File: config.mk
export PLATFORM = sky130hd
export DESIGN_NAME = udp_rx_flat
export DESIGN_NICKNAME = d
export VERILOG_FILES = /design/src/rtl/udp_rx_if.sv /design/src/rtl/udp_rx.sv /design/src/flat_wrapper.sv
export SDC_FILE = /design/constraint.sdc
export NUM_CORES = 1
export LEC_CHECK = 0
export BUFFER_PORTS_ARGS = -buffer_cell sky130_fd_sc_hd__buf_2
export CORE_MARGIN = 10
export CORE_UTILIZATION = 40
export DETAILED_ROUTE_END_ITERATION = 10
export GPL_TIMING_DRIVEN = 0
export SLEW_MARGIN = 20
export SYNTH_ARGS = -nofsm -noshare
export SYNTH_HDL_FRONTEND = slang
export SYNTH_SLANG_ARGS = --single-unit
File: constraint.sdc
create_clock -name rx_axis_aclk -period 13.58 [get_ports rx_axis_aclk]
set_clock_uncertainty 0.1 [all_clocks]
set_input_delay 1.358 -clock rx_axis_aclk [delete_from_list [all_inputs] [get_ports rx_axis_aclk]]
set_output_delay 1.358 -clock rx_axis_aclk [all_outputs]
set_load 0.02 [all_outputs]
File: src/rtl/udp_rx_if.sv
// udp_rx_if: 64-bit AXI-Stream bundle for the UDP receive path.
// master drives data/control, slave returns tready.
interface udp_rx_if;
  logic [63:0] tdata;
  logic [7:0]  tkeep;
  logic        tvalid;
  logic        tlast;
  logic        tuser;
  logic        tready;

  modport master (output tdata, output tkeep, output tvalid, output tlast, output tuser,
                  input tready);
  modport slave  (input tdata, input tkeep, input tvalid, input tlast, input tuser,
                  output tready);
endinterface

File: src/rtl/udp_rx.sv
// udp_rx: parses the UDP header, filters on dst port, trims padding by the length field.
// Define UDP_RX_STATS_EN to add saturating good/drop/trunc datagram counters.
module udp_rx #(
  parameter bit PORT_FILTER = 1'b1
`ifdef UDP_RX_STATS_EN
  ,
  parameter int unsigned CNT_WIDTH = 32
`endif
) (
  input  logic        rx_axis_aclk,
  input  logic        rx_axis_areset,
  input  logic [15:0] udp_local_port,
  udp_rx_if.slave     ip_rx_axis,
  udp_rx_if.master    udp_rx_axis,
  output logic [15:0] udp_rx_src_port,
  output logic [15:0] udp_rx_dst_port,
  output logic [15:0] udp_rx_length
`ifdef UDP_RX_STATS_EN
  ,
  output logic [CNT_WIDTH-1:0] stat_rx_good,
  output logic [CNT_WIDTH-1:0] stat_rx_drop,
  output logic [CNT_WIDTH-1:0] stat_rx_trunc
`endif
);

  typedef enum logic [1:0] {StHdr, StPayload, StDrain, StDrop} state_e;

  state_e      state_q;
  logic [15:0] rem_q;
  logic        out_valid_q, out_last_q, out_user_q;
  logic [63:0] out_data_q;
  logic [7:0]  out_keep_q;
  logic        pend_valid_q;
  logic [15:0] pend_src_q, pend_dst_q, pend_len_q;

  logic [15:0] hdr_src, hdr_dst, hdr_len;
  logic        hdr_drop;
  logic        in_ready, in_fire, out_fire, out_free;
  logic [3:0]  nb;
  logic        end_hit;
  logic [7:0]  trim_keep;
  logic        unused_bits;

  assign hdr_src  = {ip_rx_axis.tdata[7:0],   ip_rx_axis.tdata[15:8]};
  assign hdr_dst  = {ip_rx_axis.tdata[23:16], ip_rx_axis.tdata[31:24]};
  assign hdr_len  = {ip_rx_axis.tdata[39:32], ip_rx_axis.tdata[47:40]};
  assign hdr_drop = (PORT_FILTER && (hdr_dst != udp_local_port)) || (hdr_len < 16'd8);
  // Checksum lanes and input tuser carry nothing this block needs.
  assign unused_bits = ^{ip_rx_axis.tdata[63:48], ip_rx_axis.tuser};

  assign out_fire = out_valid_q && udp_rx_axis.tready;
  assign out_free = !out_valid_q || udp_rx_axis.tready;
  assign in_ready = !rx_axis_areset && ((state_q == StPayload) ? out_free : 1'b1);
  assign in_fire  = ip_rx_axis.tvalid && in_ready;

  always_comb begin
    nb = '0;
    for (int i = 0; i < 8; i++) nb = nb + {3'd0, ip_rx_axis.tkeep[i]};
  end

  assign end_hit = (rem_q <= 16'd8) && (rem_q <= {12'd0, nb});

  always_comb begin
    trim_keep = '0;
    for (int i = 0; i < 8; i++) trim_keep[i] = (16'(i) < rem_q);
  end

  always_ff @(posedge rx_axis_aclk) begin
    if (rx_axis_areset) begin
      state_q         <= StHdr;
      rem_q           <= '0;
      out_valid_q     <= 1'b0;
      out_last_q      <= 1'b0;
      out_user_q      <= 1'b0;
      out_data_q      <= '0;
      out_keep_q      <= '0;
      pend_valid_q    <= 1'b0;
      pend_src_q      <= '0;
      pend_dst_q      <= '0;
      pend_len_q      <= '0;
      udp_rx_src_port <= '0;
      udp_rx_dst_port <= '0;
      udp_rx_length   <= '0;
    end else begin
      if (out_fire) out_valid_q <= 1'b0;
      // Header metadata waits here until the previous datagram has left the output register.
      if (pend_valid_q && out_free) begin
        udp_rx_src_port <= pend_src_q;
        udp_rx_dst_port <= pend_dst_q;
        udp_rx_length   <= pend_len_q;
        pend_valid_q    <= 1'b0;
      end
      unique case (state_q)
        StHdr: begin
          if (in_fire) begin
            if (!hdr_drop) begin
              pend_valid_q <= 1'b1;
              pend_src_q   <= hdr_src;
              pend_dst_q   <= hdr_dst;
              pend_len_q   <= hdr_len;
            end
            if (ip_rx_axis.tlast || (!hdr_drop && (hdr_len == 16'd8))) begin
              state_q <= StHdr;
            end else if (hdr_drop) begin
              state_q <= StDrop;
            end else begin
              state_q <= StPayload;
              rem_q   <= hdr_len - 16'd8;
            end
          end
        end
        StPayload: begin
          if (in_fire) begin
            out_valid_q <= 1'b1;
            out_data_q  <= ip_rx_axis.tdata;
            if (end_hit) begin
              out_keep_q <= trim_keep;
              out_last_q <= 1'b1;
              out_user_q <= 1'b0;
              state_q    <= ip_rx_axis.tlast ? StHdr : StDrain;
            end else if (ip_rx_axis.tlast) begin
              out_keep_q <= ip_rx_axis.tkeep;
              out_last_q <= 1'b1;
              out_user_q <= 1'b1;
              state_q    <= StHdr;
            end else begin
              out_keep_q <= ip_rx_axis.tkeep;
              out_last_q <= 1'b0;
              out_user_q <= 1'b0;
              rem_q      <= rem_q - {12'd0, nb};
            end
          end
        end
        StDrain, StDrop: begin
          if (in_fire && ip_rx_axis.tlast) state_q <= StHdr;
        end
        default: state_q <= StHdr;
      endcase
    end
  end

  assign ip_rx_axis.tready  = in_ready;
  assign udp_rx_axis.tdata  = out_data_q;
  assign udp_rx_axis.tkeep  = out_keep_q;
  assign udp_rx_axis.tvalid = out_valid_q;
  assign udp_rx_axis.tlast  = out_last_q;
  assign udp_rx_axis.tuser  = out_user_q;

`ifdef UDP_RX_STATS_EN
  logic out_done, hdr_to_drop;
  assign out_done    = out_fire && out_last_q;
  assign hdr_to_drop = in_fire && (state_q == StHdr) && !ip_rx_axis.tlast && hdr_drop;

  always_ff @(posedge rx_axis_aclk) begin
    if (rx_axis_areset) begin
      stat_rx_good  <= '0;
      stat_rx_drop  <= '0;
      stat_rx_trunc <= '0;
    end else begin
      if (out_done && !out_user_q && !(&stat_rx_good)) stat_rx_good <= stat_rx_good + CNT_WIDTH'(1);
      if (out_done && out_user_q && !(&stat_rx_trunc)) begin
        stat_rx_trunc <= stat_rx_trunc + CNT_WIDTH'(1);
      end
      if (hdr_to_drop && !(&stat_rx_drop)) stat_rx_drop <= stat_rx_drop + CNT_WIDTH'(1);
    end
  end
`endif

endmodule
File: src/flat_wrapper.sv
// flat-port wrapper written by rule: the top's interface ports become plain ports
module udp_rx_flat 
#(
  parameter bit PORT_FILTER = 1'b1

)
  (rx_axis_aclk, rx_axis_areset, udp_local_port, udp_rx_src_port, udp_rx_dst_port, udp_rx_length, ip_rx_axis_tdata, ip_rx_axis_tkeep, ip_rx_axis_tvalid, ip_rx_axis_tlast, ip_rx_axis_tuser, ip_rx_axis_tready, udp_rx_axis_tdata, udp_rx_axis_tkeep, udp_rx_axis_tvalid, udp_rx_axis_tlast, udp_rx_axis_tuser, udp_rx_axis_tready);
  udp_rx_if ip_rx_axis_i ();
  udp_rx_if udp_rx_axis_i ();
  input  logic rx_axis_aclk;
  input  logic rx_axis_areset;
  input  logic [15:0] udp_local_port;
  output logic [15:0] udp_rx_src_port;
  output logic [15:0] udp_rx_dst_port;
  output logic [15:0] udp_rx_length;
  input wire logic [$bits(ip_rx_axis_i.tdata)-1:0] ip_rx_axis_tdata;
  input wire logic [$bits(ip_rx_axis_i.tkeep)-1:0] ip_rx_axis_tkeep;
  input wire logic [$bits(ip_rx_axis_i.tvalid)-1:0] ip_rx_axis_tvalid;
  input wire logic [$bits(ip_rx_axis_i.tlast)-1:0] ip_rx_axis_tlast;
  input wire logic [$bits(ip_rx_axis_i.tuser)-1:0] ip_rx_axis_tuser;
  output wire logic [$bits(ip_rx_axis_i.tready)-1:0] ip_rx_axis_tready;
  output wire logic [$bits(udp_rx_axis_i.tdata)-1:0] udp_rx_axis_tdata;
  output wire logic [$bits(udp_rx_axis_i.tkeep)-1:0] udp_rx_axis_tkeep;
  output wire logic [$bits(udp_rx_axis_i.tvalid)-1:0] udp_rx_axis_tvalid;
  output wire logic [$bits(udp_rx_axis_i.tlast)-1:0] udp_rx_axis_tlast;
  output wire logic [$bits(udp_rx_axis_i.tuser)-1:0] udp_rx_axis_tuser;
  input wire logic [$bits(udp_rx_axis_i.tready)-1:0] udp_rx_axis_tready;
  assign ip_rx_axis_i.tdata = ip_rx_axis_tdata;
  assign ip_rx_axis_i.tkeep = ip_rx_axis_tkeep;
  assign ip_rx_axis_i.tvalid = ip_rx_axis_tvalid;
  assign ip_rx_axis_i.tlast = ip_rx_axis_tlast;
  assign ip_rx_axis_i.tuser = ip_rx_axis_tuser;
  assign ip_rx_axis_tready = ip_rx_axis_i.tready;
  assign udp_rx_axis_tdata = udp_rx_axis_i.tdata;
  assign udp_rx_axis_tkeep = udp_rx_axis_i.tkeep;
  assign udp_rx_axis_tvalid = udp_rx_axis_i.tvalid;
  assign udp_rx_axis_tlast = udp_rx_axis_i.tlast;
  assign udp_rx_axis_tuser = udp_rx_axis_i.tuser;
  assign udp_rx_axis_i.tready = udp_rx_axis_tready;
  udp_rx #(.PORT_FILTER(PORT_FILTER)) u_core (.rx_axis_aclk(rx_axis_aclk), .rx_axis_areset(rx_axis_areset), .udp_local_port(udp_local_port), .ip_rx_axis(ip_rx_axis_i), .udp_rx_axis(udp_rx_axis_i), .udp_rx_src_port(udp_rx_src_port), .udp_rx_dst_port(udp_rx_dst_port), .udp_rx_length(udp_rx_length));
endmodule
# --- Word level (Yosys, flattened, before mapping) ---
# Index checks and enable logic that the tools add are counted.
classes:
  addsub: 9
  n_lt_le_gt_ge: 11
  n_eq_ne: 13
  n_mux: 28
  bitwise: 1
  reduce_logical: 20
ops:
  columns: ["cell", "n"]
  rows:
  - ["$mux 16", 6]
  - ["$lt 3x16->1 const A", 4]
  - ["$lt 1x16->1 const A", 2]
  - ["$lt 2x16->1 const A", 2]
  - ["$pmux 16 s2", 1]
  - ["$add 4x1->4", 6]
  - ["$eq 16x4->1 const B", 1]
  - ["$le 16x4->1", 1]
  - ["$le 16x4->1 const B", 1]
  - ["$lt 16x4->1 const B", 1]
  - ["$mux 2", 8]
  - ["$ne 16x16->1", 1]
  - ["$sub 16x4->16", 1]
  - ["$sub 16x4->16 const B", 1]
  - ["$mux 1", 11]
  - ["$mux 8", 1]
  - ["$ne 2x2->1 const B", 4]
  - ["$logic_and 1x1->1", 7]
  - ["$reduce_and 7->1", 1]
  - ["$ne 2x1->1 const B", 3]
  - ["$pmux 2 s3", 1]
  - ["$eq 2x2->1 const B", 2]
  - ["$reduce_and 4->1", 1]
  - ["$logic_not 1->1", 3]
  - ["other kinds (10)", 12]
word_totals:
  regBits: 190
  in_bits: 94
  word_cells: 96

# --- Logic depth before layout (Yosys ltp) ---
# Gate-level depths: netlist of run 1.
logic_depth:
  depth_word: 12
  ltp_mapped: 18
  depth_no_buf: 15

# --- Worst setup path before layout of run 1 ---
# OpenSTA, ideal clock, no wires.
synth_timing:
  kind: "in2reg"
  startpoint: "input ip_rx_axis_tkeep[0]"
  endpoint: "register u_core.rem_q[5]"
  setup_ns: 0.119
  t_arrival_ns: 5.346
  required_ns: 13.361
  setup_slack_ns: 8.015
  cell_stages: 15
  n_path_buf: 1
  cell_sequence: "ha_1 > inv_1 > fa_1 > fa_1 > fa_1 > fa_1 > xor2_1 > ha_1 > a21o_1 > o211ai_1 > o2111a_2 > nor3_1 > nor2_4 > buf_4 > o221a_2"
synth_via:
  elab_chain_len: 12
  word_cells_on_any_way: 16
synth_lines:
  columns: ["item", "line", "rtl"]
  rows:
  - ["start, declared", "flat_wrapper.sv:17", "input wire logic [$bits(ip_rx_axis_i.tkeep)-1:0] ip_rx_axis_tkeep;"]
  - ["$add 1x1->2 *", "udp_rx.sv:58", "for (int i = 0; i < 8; i++) nb = nb + {3'd0, ip_rx_axis.tkeep[i]};"]
  - ["$add 4x1->4 * (6 in series)", "udp_rx.sv:58", null]
  - ["$sub 16x4->16", "udp_rx.sv:130", "rem_q <= rem_q - {12'd0, nb};"]
  - ["$mux 16", "udp_rx.sv:121", "end else if (ip_rx_axis.tlast) begin"]
  - ["$mux 16", "udp_rx.sv:116", "if (end_hit) begin"]
  - ["$mux 16", "udp_rx.sv:113", "if (in_fire) begin"]
  - ["$pmux 16 s2", "udp_rx.sv:93", "unique case (state_q)"]
  - ["end signal, assigned", "udp_rx.sv:108", "rem_q <= hdr_len - 16'd8;"]
  - ["end signal, assigned", "udp_rx.sv:130", null]
  - ["end, declared", "udp_rx.sv:29", "logic [15:0] rem_q;"]
# Every way passes the cells marked *; elsewhere a longest branch is shown, timed or not. The select of a mux whose other input is x is not followed.
# A chain may end at the register's enable or synchronous reset.

# --- Final worst setup path of run 1 ---
layout_timing:
  startpoint: "input ip_rx_axis_tkeep[0]"
  endpoint: "register u_core.rem_q[7]"
# The elaborated chain is that of the path after synthesis.

==> flow_summary.yaml, run 1 <==
placement:
  place_ws_ns: 7.25
  io_buffers: 215
  place_area_um2: 9360
  gp_congestion: 0.904
  dp_hpwl_um: 21000
clock_network:
  cts_buffer_depth: 2
  cts-resized-gates: 0
  cts_root_buf: "clkbuf_16"
  hold_buffers: 0
  cts_tree: "built"
  postCtsSetupRepairBufs: 0
  clk_latency_ns: 0.44
  numCtsBuffers: 17
  h-tree-depth: 4
  clock-sinks: 190
  path_clk_slew_ns: 0.08
die:
  core_area_um2: 19500
  die_area_um2: 25900
  pin_count: 218
  die_h_um: 161
  die_w_um: 161
  rows: 51
  start_util_pct: 40.7
min_path:
  whs_endpoint: "u_core.udp_rx_src_port[5]$_SDFFE_PP0P_"
  hp-class: "reg2reg"
  holdPathStages: 2
  hold_path.startpoint: "u_core.pend_src_q[5]$_SDFFE_PP0P_"
critical_path:
  cpPeakStageDelay_ns: 0.91
  ff2ff_path_depth: 11
  crit_required_ns: 13.81
  cp_cell_sequence: "buf_2, ha_1, inv_1, fa_1, fa_1, fa_1, fa_1, xor2_1, ha_1, a21o_1, o211ai_1, o2111a_2, nor3_1, nor2_4, buf_4, o32ai_1"
  crit_family: "adder cells"
  cp_max_fo: 10
  cp-start-kind: "input port"
  critPathBufInv: 3
  endpoint_kind: "register"
  r2r_start: "u_core.rem_q[0]$_SDFFE_PP0P_"
  cpMostUsedCell: "fa_1"
  r2r-end: "u_core.rem_q[7]$_SDFFE_PP0P_"
  critical_path_class: "in2reg"
  ff2ff_setup_slack_ns: 10.30
  cp_slowest_cell: "nor3_1"
  cp_data_arrival_time_ns: 6.18
synthesis:
  yosys.area_share.simple_pct: 24.0
  synth_fa_ha_area_share_pct: 2.52
  syn_nets: 1133
  synth_compound_area_share_pct: 17.1
  ys.flop_type: "dfxtp_1"
  syn-cell-area_um2: 7960
  synth_top_area_share_pct: 47.8
  synthTopCellsByArea: "dfxtp_1 48%, nand2_1 17%, a21oi_1 12%"
  synth_edf_count: 0
  synth_top_family_by_area: "simple AND/OR/NAND/NOR gates"
  seq_area_frac_synth_pct: 47.8
  yosysMostFrequentCell: "nand2_1"
  synth_seq_cells: 190
  ys_top_cells_by_count: "351 x nand2_1, 196 x a21oi_1, 190 x dfxtp_1, 52 x clkbuf_1, 30 x nor2_1"
  syn_inst: 1026
  synthMuxAreaShare_pct: 0.267
  synth_area_leader_cell: "dfxtp_1"
  avgSynthCellArea_um2: 7.75
  ys_async_sr_fraction_pct: 0
  yosysUniqueCellTypes: 56
  synth_warnings: 0
  synth_xor_xnor_area_share_pct: 3.30
sta:
  fin_crit_ns: 5.95
  rsz0062_at_grt: "no"
  fmax_mhz: 168
  hold_violations: 0
  tns_ns: 0
  min_period_over_period_pct: 43.8
  fin_ws_ns: 7.63
  hold_ws_ns: 0.347
  drv_slew: 0
  tightest_slew_ns: 1.13
  setup_viol: 0
  relSlewSlack_pct: 24.1
route:
  drt_iter0_drc: 407
  dr.pass1.iters: 6
  drc: 0
  wirelength_um: 27400
  ant_nets: 0
  routedWlPerCell_um: 17.8
  via_per_inst: 5.09
  vias: 7829
final_layout:
  n_antenna_cell: 0
  drive_above_1_share_pct: 21.7
  final_util_pct: 50.9
  seq_area_um2: 3800
  multi_input_area_um2: 3760
  synthToLayoutAreaGrowth_pct: 24.8
  n_fill_cell: 2014
  finalInstanceArea_um2: 9930
  final_nets: 1367
global_routing:
  grt.overflow.total: 0
  grt_max_degree: 19
  grt_util_met2_pct: 31.0
  antenna_found_initial: 1
  grt.met1_usage_pct: 27.4
  grt_usage_pct: 20.7
  grt_pass1_vias: 7585
  grt_pass1_wl_um: 42900
  grtUsageMet3_pct: 7.32
  busiest_layer: "met2"
flow_run:
  cap_violations: 0
power_and_ir_drop:
  power.leakage_nw: 3.96
  ir_drop_mv: 0.0889
  powerDensity_nw_per_um2: 119
run_status:
  status: "finished, final reports clean"
## power by group
part	internal [W]	total, W	switching [W]
sequential	0.000560	0.000561	0.00000170
combinational	0.0000491	0.000132	0.0000824
clock	0.000248	0.000489	0.000241
total	0.000857	0.00118	0.000325
## metal layers
layer  vias up  wire [µm]
met4         2        421
met2       274      11800
met1      3628      12800
li1       3900          -
met5         -          7
met3        25       2450
## state kept, by name, summed over array words and instances, names as in the netlist
| signal | cells |
|---|---|
| u_core.pend_dst_q | 16 |
| u_core.pend_len_q | 16 |
| u_core.pend_src_q | 16 |
| u_core.pend_valid_q | 1 |
| u_core.rem_q | 16 |
| u_core.state_q | 2 |
| u_core.udp_rx_axis.tdata | 64 |
| u_core.udp_rx_axis.tkeep | 8 |
| u_core.udp_rx_axis.tlast | 1 |
| u_core.udp_rx_axis.tuser | 1 |
| u_core.udp_rx_axis.tvalid | 1 |
| u_core.udp_rx_dst_port | 16 |
| u_core.udp_rx_length | 16 |
| u_core.udp_rx_src_port | 16 |
## tightest hold or removal path, cell delays in order (launching register included)
cell     delay, ns
dfxtp_1       0.31
nand2_1       0.05
a21oi_1       0.05
## through the flow
| step | total power (W) | std cells |
|---|---|---|
| after global routing | 0.00122 | 1538 |
| after global placement | 0.000705 | 1506 |
| final | 0.00118 | 1538 |
| after detailed placement | 0.000705 | 1506 |
| after floorplan | 0.000653 | 1026 |
| after CTS | 0.00119 | 1538 |
## final cells by class
| cell class | instances | share of cell area, % |
|---|---|---|
| Inverter | 22 | 0.831 |
| Timing Repair Buffer | 215 | 10.8 |
| Clock inverter | 13 | 1.27 |
| Sequential cell | 190 | 38.3 |
| Clock buffer | 19 | 4.46 |
| Buffer | 73 | 3.14 |
| Multi-Input combinational cell | 741 | 37.8 |
| Tap cell | 265 | 3.34 |
## layout by cell type (no fill, tap or decap), types with 3 or more instances in the layout
cell / netlist / layout
clkbuf_16: 0 / 17
nand3_1: 6 / 6
buf_1: 7 / 7
ha_1: 8 / 8
o221ai_1: 6 / 6
nand2_1: 351 / 351
o211ai_1: 5 / 5
buf_2: 9 / 224
nor4_1: 4 / 4
inv_8: 0 / 5
o21ai_0: 5 / 5
and3_1: 4 / 4
or2_2: 4 / 4
nor2_1: 30 / 30
fa_1: 5 / 5
nand4_1: 8 / 8
buf_4: 3 / 3
or3_1: 9 / 9
xor2_1: 8 / 8
inv_1: 22 / 22
clkbuf_1: 52 / 53
nor3_1: 10 / 10
o32ai_1: 6 / 6
a31oi_1: 8 / 8
a21oi_1: 196 / 196
nand2b_1: 3 / 3
dfxtp_1: 190 / 190
and2_1: 4 / 4
clkinvlp_4: 0 / 3
nor2b_1: 5 / 5
xnor2_1: 22 / 22
## how the worst max path moves through the flow
stage,startpoint,endpoint,slack (ns),cells past startpoint
after floorplan,ip_rx_axis_tkeep[0],u_core.rem_q[5]$_SDFFE_PP0P_,8.02,15
after global placement,ip_rx_axis_tkeep[0],u_core.rem_q[14]$_SDFFE_PP0P_,7.29,16
after detailed placement,ip_rx_axis_tkeep[0],u_core.rem_q[7]$_SDFFE_PP0P_,7.25,16
after CTS,ip_rx_axis_tkeep[0],u_core.rem_q[7]$_SDFFE_PP0P_,7.69,16
after global routing,ip_rx_axis_tkeep[0],u_core.rem_q[7]$_SDFFE_PP0P_,7.49,16
final,ip_rx_axis_tkeep[0],u_core.rem_q[7]$_SDFFE_PP0P_,7.63,16
## cell families after synthesis
family / count (synthesis)
flops: 190
mux: 2
simple gates: 452
xor+xnor: 30
fa+ha+maj: 13
compound gates: 244
buf+inv: 95
Note: power is estimated with default switching activity, not from simulation.
==> run 2, diff against run 1 <==
--- a/config.mk
+++ b/config.mk
@@ -5,6 +5,7 @@
 export SDC_FILE = /design/constraint.sdc
 export NUM_CORES = 1
 export LEC_CHECK = 0
+export ABC_AREA = 1
 export BUFFER_PORTS_ARGS = -buffer_cell sky130_fd_sc_hd__buf_2
 export CORE_MARGIN = 10
 export CORE_UTILIZATION = 40
==> constraint.sdc (replaced) <==
create_clock -name rx_axis_aclk -period 5.8 [get_ports rx_axis_aclk]
set_clock_uncertainty 0.1 [all_clocks]
set_input_delay 0.58 -clock rx_axis_aclk [delete_from_list [all_inputs] [get_ports rx_axis_aclk]]
set_output_delay 0.58 -clock rx_axis_aclk [all_outputs]
set_load 0.02 [all_outputs]
==> run 2 against run 1 <==
Effect of this change:
- worst setup slack worse by 6.4 ns
- combinational power grew to 3.2 times the previous value
- register-to-register slack worse by 7.2 ns
- wire length grew 0.98%
- synthesized cell count up 14%
- worst hold slack worse by 0.066 ns
- first-iteration DRC count rose by 94%
- clock-buffer cell count unchanged
- cell count grew 9.5%
- sequential power rose by 140%
- critical path type unchanged
- largest cell class is now multi-input gates
- largest power group unchanged
==> flow_summary.yaml, run 2 <==
route:
  routedWlPerCell_um: 16.5
  vias: 8274
  ant_nets: 0
  drt_iter0_drc: 788
  wirelength_um: 27700
  via_per_inst: 4.91
  dr.pass1.iters: 5
  drc: 0
final_layout:
  final_cell_mix: "231 x nand2_1, 229 x buf_2, 216 x nor2_1"
  drive_above_1_share_pct: 20.7
  n_fill_cell: 2174
  largest_reg_flops: 64
  final_common_cell: "nand2_1"
  multi_input_area_um2: 3810
  seq_area_um2: 3800
  synthToLayoutAreaGrowth_pct: 24.2
  n_antenna_cell: 0
  final_nets: 1508
  finalInstanceArea_um2: 10300
global_routing:
  antenna_found_initial: 0
  grt_pass1_wl_um: 43000
  grt_usage_pct: 20.3
  busiest_layer: "met2"
  grt_max_degree: 20
  grt_util_met2_pct: 34.4
  grt.met1_usage_pct: 25.8
  grt.overflow.total: 0
  grt_pass1_vias: 7723
  grtUsageMet3_pct: 3.95
min_path:
  whs_endpoint: "u_core.udp_rx_axis.tdata[58]$_SDFFE_PP0P_"
  holdPathStages: 3
  hold_path.startpoint: "ip_rx_axis_tdata[58]"
  hp-class: "in2reg"
synthesis:
  yosysMostFrequentCell: "nand2_1"
  synth_edf_count: 0
  synthTopCellsByArea: "dfxtp_1 46%, nand2_1 10%, nor2_1 9.8%"
  ys_async_sr_fraction_pct: 0
  syn_nets: 1274
  ys_top_cells_by_count: "231 x nand2_1, 216 x nor2_1, 190 x dfxtp_1, 149 x o21ai_0, 107 x a21oi_1"
  synth_area_leader_cell: "dfxtp_1"
  seq_area_frac_synth_pct: 46.0
  ys.flop_type: "dfxtp_1"
  avgSynthCellArea_um2: 7.09
  syn_inst: 1167
  yosysUniqueCellTypes: 35
  synth_warnings: 0
  synth_seq_cells: 190
  synth_top_area_share_pct: 46.0
  syn-cell-area_um2: 8280
sta:
  fmax_mhz: 219
  setup_viol: 0
  drv_slew: 0
  hold_violations: 0
  tns_ns: 0
  fin_crit_ns: 4.56
  relSlewSlack_pct: 55.3
  tightest_slew_ns: 0.671
  hold_ws_ns: 0.281
  rsz0062_at_grt: "no"
  min_period_over_period_pct: 78.7
die:
  die_area_um2: 26800
  die_h_um: 164
  rows: 52
  die_w_um: 164
  pin_count: 218
  start_util_pct: 40.8
  core_area_um2: 20300
critical_path:
  cp_max_fo: 10
  cp-start-kind: "input port"
  r2r-end: "u_core.rem_q[2]$_SDFFE_PP0P_"
  r2r_start: "u_core.rem_q[0]$_SDFFE_PP0P_"
  ff2ff_setup_slack_ns: 3.06
  critical_path_class: "in2reg"
  endpoint_kind: "register"
  critPathLaunch: "ip_rx_axis_tkeep[0]"
  crit_required_ns: 6.03
  ff2ff_path_depth: 17
  cp_data_arrival_time_ns: 4.80
run_status:
  status: "finished, final reports clean"
placement:
  gp_congestion: 0.938
  io_buffers: 215
  dp_hpwl_um: 21700
  place_area_um2: 9690
clock_network:
  hold_buffers: 0
  cts-resized-gates: 0
  clock-sinks: 190
  cts_buffer_depth: 2
  cts_tree: "built"
  clk_latency_ns: 0.43
  cts_root_buf: "clkbuf_16"
  h-tree-depth: 4
  numCtsBuffers: 17
  postCtsSetupRepairBufs: 0
  path_clk_slew_ns: 0.08
power_and_ir_drop:
  power.leakage_nw: 4.99
  powerDensity_nw_per_um2: 283
  ir_drop_mv: 0.217
  totalPowerFinal_w: 0.00291
flow_run:
  cap_violations: 0
-- run 2: changes by cell type in the layout (fill, tap and decap cells not counted), moves of 7 or more --
cell,previous run,this run
buf_1,7,0
inv_2,0,12
nand2_1,351,231
xnor2_1,22,4
nor2_1,30,216
a21oi_1,196,107
clkbuf_1,53,43
o21ai_0,5,149
or3_1,9,0
nand3_1,6,27
inv_1,22,97
-- run 2: cell families (layout without fill, tap and decap cells) --
group / count (synthesis) / count (layout) / share of synthesized area (%)
simple gates: 509 / 509 / 25.1
compound gates: 274 / 274 / 17.2
flops: 190 / 190 / 46.0
buf+inv: 168 / 415 / 7.97
fa+ha+maj: 13 / 13 / 2.42
xor+xnor: 13 / 13 / 1.38
-- run 2: per-layer routing --
layer / vias up / part of all wire, %
met5: - / 0
met3: 40 / 5.7
met2: 214 / 49
met4: 0 / 1.7
li1: 4225 / -
met1: 3795 / 43
-- run 2: through the flow --
step | cells | setup WS (ns) | utilization, %
floorplan | 1167 | 1.28 | -
global placement | 1652 | 0.779 | 47.7
detailed placement | 1652 | 0.764 | 47.7
CTS | 1684 | 1.22 | 50.6
global route | 1684 | 0.978 | 50.6
finish | 1684 | 1.24 | 50.6
-- run 2: worst max path at each step --
stage / endpoint / depth (start not counted)
3_3_place_gp: u_core.rem_q[2]$_SDFFE_PP0P_ / 21
4_1_cts: u_core.rem_q[3]$_SDFFE_PP0P_ / 21
3_5_place_dp: u_core.rem_q[3]$_SDFFE_PP0P_ / 21
5_1_grt: u_core.rem_q[2]$_SDFFE_PP0P_ / 21
2_1_floorplan: u_core.rem_q[2]$_SDFFE_PP0P_ / 20
6_report: u_core.rem_q[2]$_SDFFE_PP0P_ / 21
-- run 2: final cells by class --
cell class	instances	area share, %
multi-input combinational	809	37.1
sequential	190	37.0
timing repair buffer	215	10.5
clock buffer	19	4.31
inverter	110	4.02
tap	270	3.29
buffer	58	2.40
clock inverter	13	1.40
-- run 2: critical path: stages --
cell,delay (ns)
buf_2,0.11
ha_1,0.26
inv_1,0.04
fa_1,0.49
fa_1,0.42
fa_1,0.42
fa_1,0.50
fa_1,0.45
inv_1,0.09
nor2_2,0.04
nor2_1,0.26
nor2_2,0.05
nor2_1,0.21
nand2_2,0.16
nor2_2,0.15
a21oi_4,0.09
nand3_4,0.14
buf_6,0.17
nand2_1,0.05
nand2_1,0.05
nor2_1,0.03
-- run 2: power breakdown --
part           switching, W  internal [W]
registers         0.0000114       0.00132
clock network      0.000568      0.000589
logic              0.000275      0.000143
total              0.000854       0.00205
==> run 3, diff against run 2 <==
--- a/config.mk
+++ b/config.mk
@@ -11,6 +11,7 @@
 export CORE_UTILIZATION = 40
 export DETAILED_ROUTE_END_ITERATION = 10
 export GPL_TIMING_DRIVEN = 0
+export PLACE_DENSITY = 0.66
 export SLEW_MARGIN = 20
 export SYNTH_ARGS = -nofsm -noshare
 export SYNTH_HDL_FRONTEND = slang
==> constraint.sdc (replaced) <==
create_clock -name rx_axis_aclk -period 4.1 [get_ports rx_axis_aclk]
set_clock_uncertainty 0.1 [all_clocks]
set_input_delay 0.41 -clock rx_axis_aclk [delete_from_list [all_inputs] [get_ports rx_axis_aclk]]
set_output_delay 0.41 -clock rx_axis_aclk [all_outputs]
set_load 0.02 [all_outputs]
==> run 3 against run 2 <==
Effect of this change:
- sequential power grew 41%
- critical path type unchanged
- combinational power increased by 58%
- critical path depth stayed put
- clock power increased by 46%
- register-to-register slack lost 1.4 ns
- worst hold slack lost 0.18 ns
- first-iteration DRC count fell by 24%
- worst setup slack worse by 1.1 ns
- via count up 1.6%
==> flow_summary.yaml, run 3 (synthesized netlist as in run 2, its figures left out) <==
run_status:
  status: "finished, final reports clean"
route:
  wirelength_um: 27800
  dr.pass1.iters: 5
  drc: 0
  via_per_inst: 4.95
  drt_iter0_drc: 600
  routedWlPerCell_um: 16.3
  vias: 8406
  ant_nets: 0
critical_path:
  cp_cell_sequence: "buf_6, ha_4, inv_2, fa_1, fa_1, fa_2, fa_2, xor2_1, ha_1, nand2_2, nor2_4, nor2_4, nor2_4, nor2_4, nand2_4, nor2_4, a21oi_4, nand3_4, clkbuf_16, nor2_1, nor2_1"
  cpPeakStageDelay_ns: 0.49
  endpoint_kind: "register"
  critPathBufInv: 3
  cp_slowest_cell: "fa_1"
  cp-start-kind: "input port"
  crit_family: "adder cells"
  ff2ff_path_depth: 16
  cp_num_cells: 21
  cp_max_fo: 6
  critical_path_class: "in2reg"
  crit_required_ns: 4.34
  cpMostUsedCell: "nor2_4"
  cp_data_arrival_time_ns: 4.24
power_and_ir_drop:
  power.leakage_nw: 5.07
  ir_drop_mv: 0.299
  powerDensity_nw_per_um2: 403
  totalPowerFinal_w: 0.00423
final_layout:
  synthToLayoutAreaGrowth_pct: 26.8
  finalInstanceArea_um2: 10500
  final_nets: 1518
  final_cell_mix: "229 x nand2_1, 227 x buf_2, 211 x nor2_1"
  final_util_pct: 51.7
  n_fill_cell: 2083
  final_common_cell: "nand2_1"
  largest_reg_flops: 64
  drive_above_1_share_pct: 22.3
clock_network:
  cts_tree: "built"
  h-tree-depth: 4
  hold_buffers: 0
  cts_buffer_depth: 2
  clock-sinks: 190
  cts_root_buf: "clkbuf_16"
  path_clk_slew_ns: 0.08
  numCtsBuffers: 17
  clk_latency_ns: 0.43
die:
  die_w_um: 164
  die_area_um2: 26800
  start_util_pct: 40.8
  core_area_um2: 20300
  rows: 52
  pin_count: 218
  die_h_um: 164
placement:
  place_area_um2: 9720
  io_buffers: 215
  dp_hpwl_um: 21500
  gp_congestion: 0.950
sta:
  fin_crit_ns: 4.00
  relSlewSlack_pct: 58.1
  drv_slew: 0
  setup_viol: 0
  hold_violations: 0
  hold_ws_ns: 0.106
  fmax_mhz: 250
  tns_ns: 0
  rsz0062_at_grt: "yes"
  min_period_over_period_pct: 97.6
  tightest_slew_ns: 0.628
global_routing:
  grt_pass1_wl_um: 42200
  antenna_found_initial: 5
  grt_usage_pct: 19.8
  grt_pass1_vias: 7758
  grt.overflow.total: 0
  grt_max_degree: 20
min_path:
  hp-class: "in2reg"
  holdPathStages: 3
flow_run:
  cap_violations: 0
-- run 3: layout make-up --
class / instances / area [µm²] / share of cell area (%)
Sequential cell: 190 / 3800 / 36.2
Clock inverter: 14 / 176 / 1.68
Clock buffer: 18 / 429 / 4.09
Multi-Input combinational cell: 809 / 3890 / 37.1
Timing Repair Buffer: 225 / 1180 / 11.3
Buffer: 58 / 250 / 2.38
Antenna cell: 4 / 10.0 / 0.0954
Inverter: 110 / 413 / 3.93
Tap cell: 270 / 338 / 3.22
-- run 3: what timing repair did --
item | CTS | global route
gates cloned | 0 | 1
pin swaps | 1 | 6
hold endpoints to repair | 0 | 0
buffers inserted | 2 | 7
resized for setup | 2 | 17
setup endpoints to repair | 16 | 17
-- run 3: path summary, 6_finish.rpt --
check / startpoint / end / slack [ns]
max: ip_rx_axis_tkeep[1] / u_core.rem_q[3]$_SDFFE_PP0P_ / 0.10
min: ip_rx_axis_tdata[62] / u_core.udp_rx_axis.tdata[62]$_SDFFE_PP0P_ / 0.11
max reg2reg: u_core.rem_q[0]$_SDFFE_PP0P_ / u_core.rem_q[3]$_SDFFE_PP0P_ / 1.63
min reg2reg: u_core.udp_rx_axis.tuser$_SDFFE_PP0P_ / u_core.udp_rx_axis.tuser$_SDFFE_PP0P_ / 0.36
-- run 3: layer usage --
metal  GRT usage, %  vias up  wire length (µm)
li1               -     4253                 -
met1           24.4     3855             11600
met2           33.2      259             13700
met3           4.13       37              1790
met4           7.35        2               654
met5              0        -                17
-- run 3: tightest hold or removal path, cell delays in order --
cell and delay [ns]:
buf_2 0.09, nand2_1 0.05, a21oi_1 0.05
-- run 3: per-stage QoR --
stage          cells  setup slack, ns
3_3_place_gp    1652           -0.514
2_1_floorplan   1167          -0.0594
3_5_place_dp    1652           -0.537
6_report        1698            0.100
4_1_cts         1686           0.0404
5_1_grt         1696          -0.0401
-- run 3: power breakdown --
group	switching, W	internal (W)
combinational	0.000415	0.000246
clock	0.000810	0.000877
sequential	0.0000162	0.00187
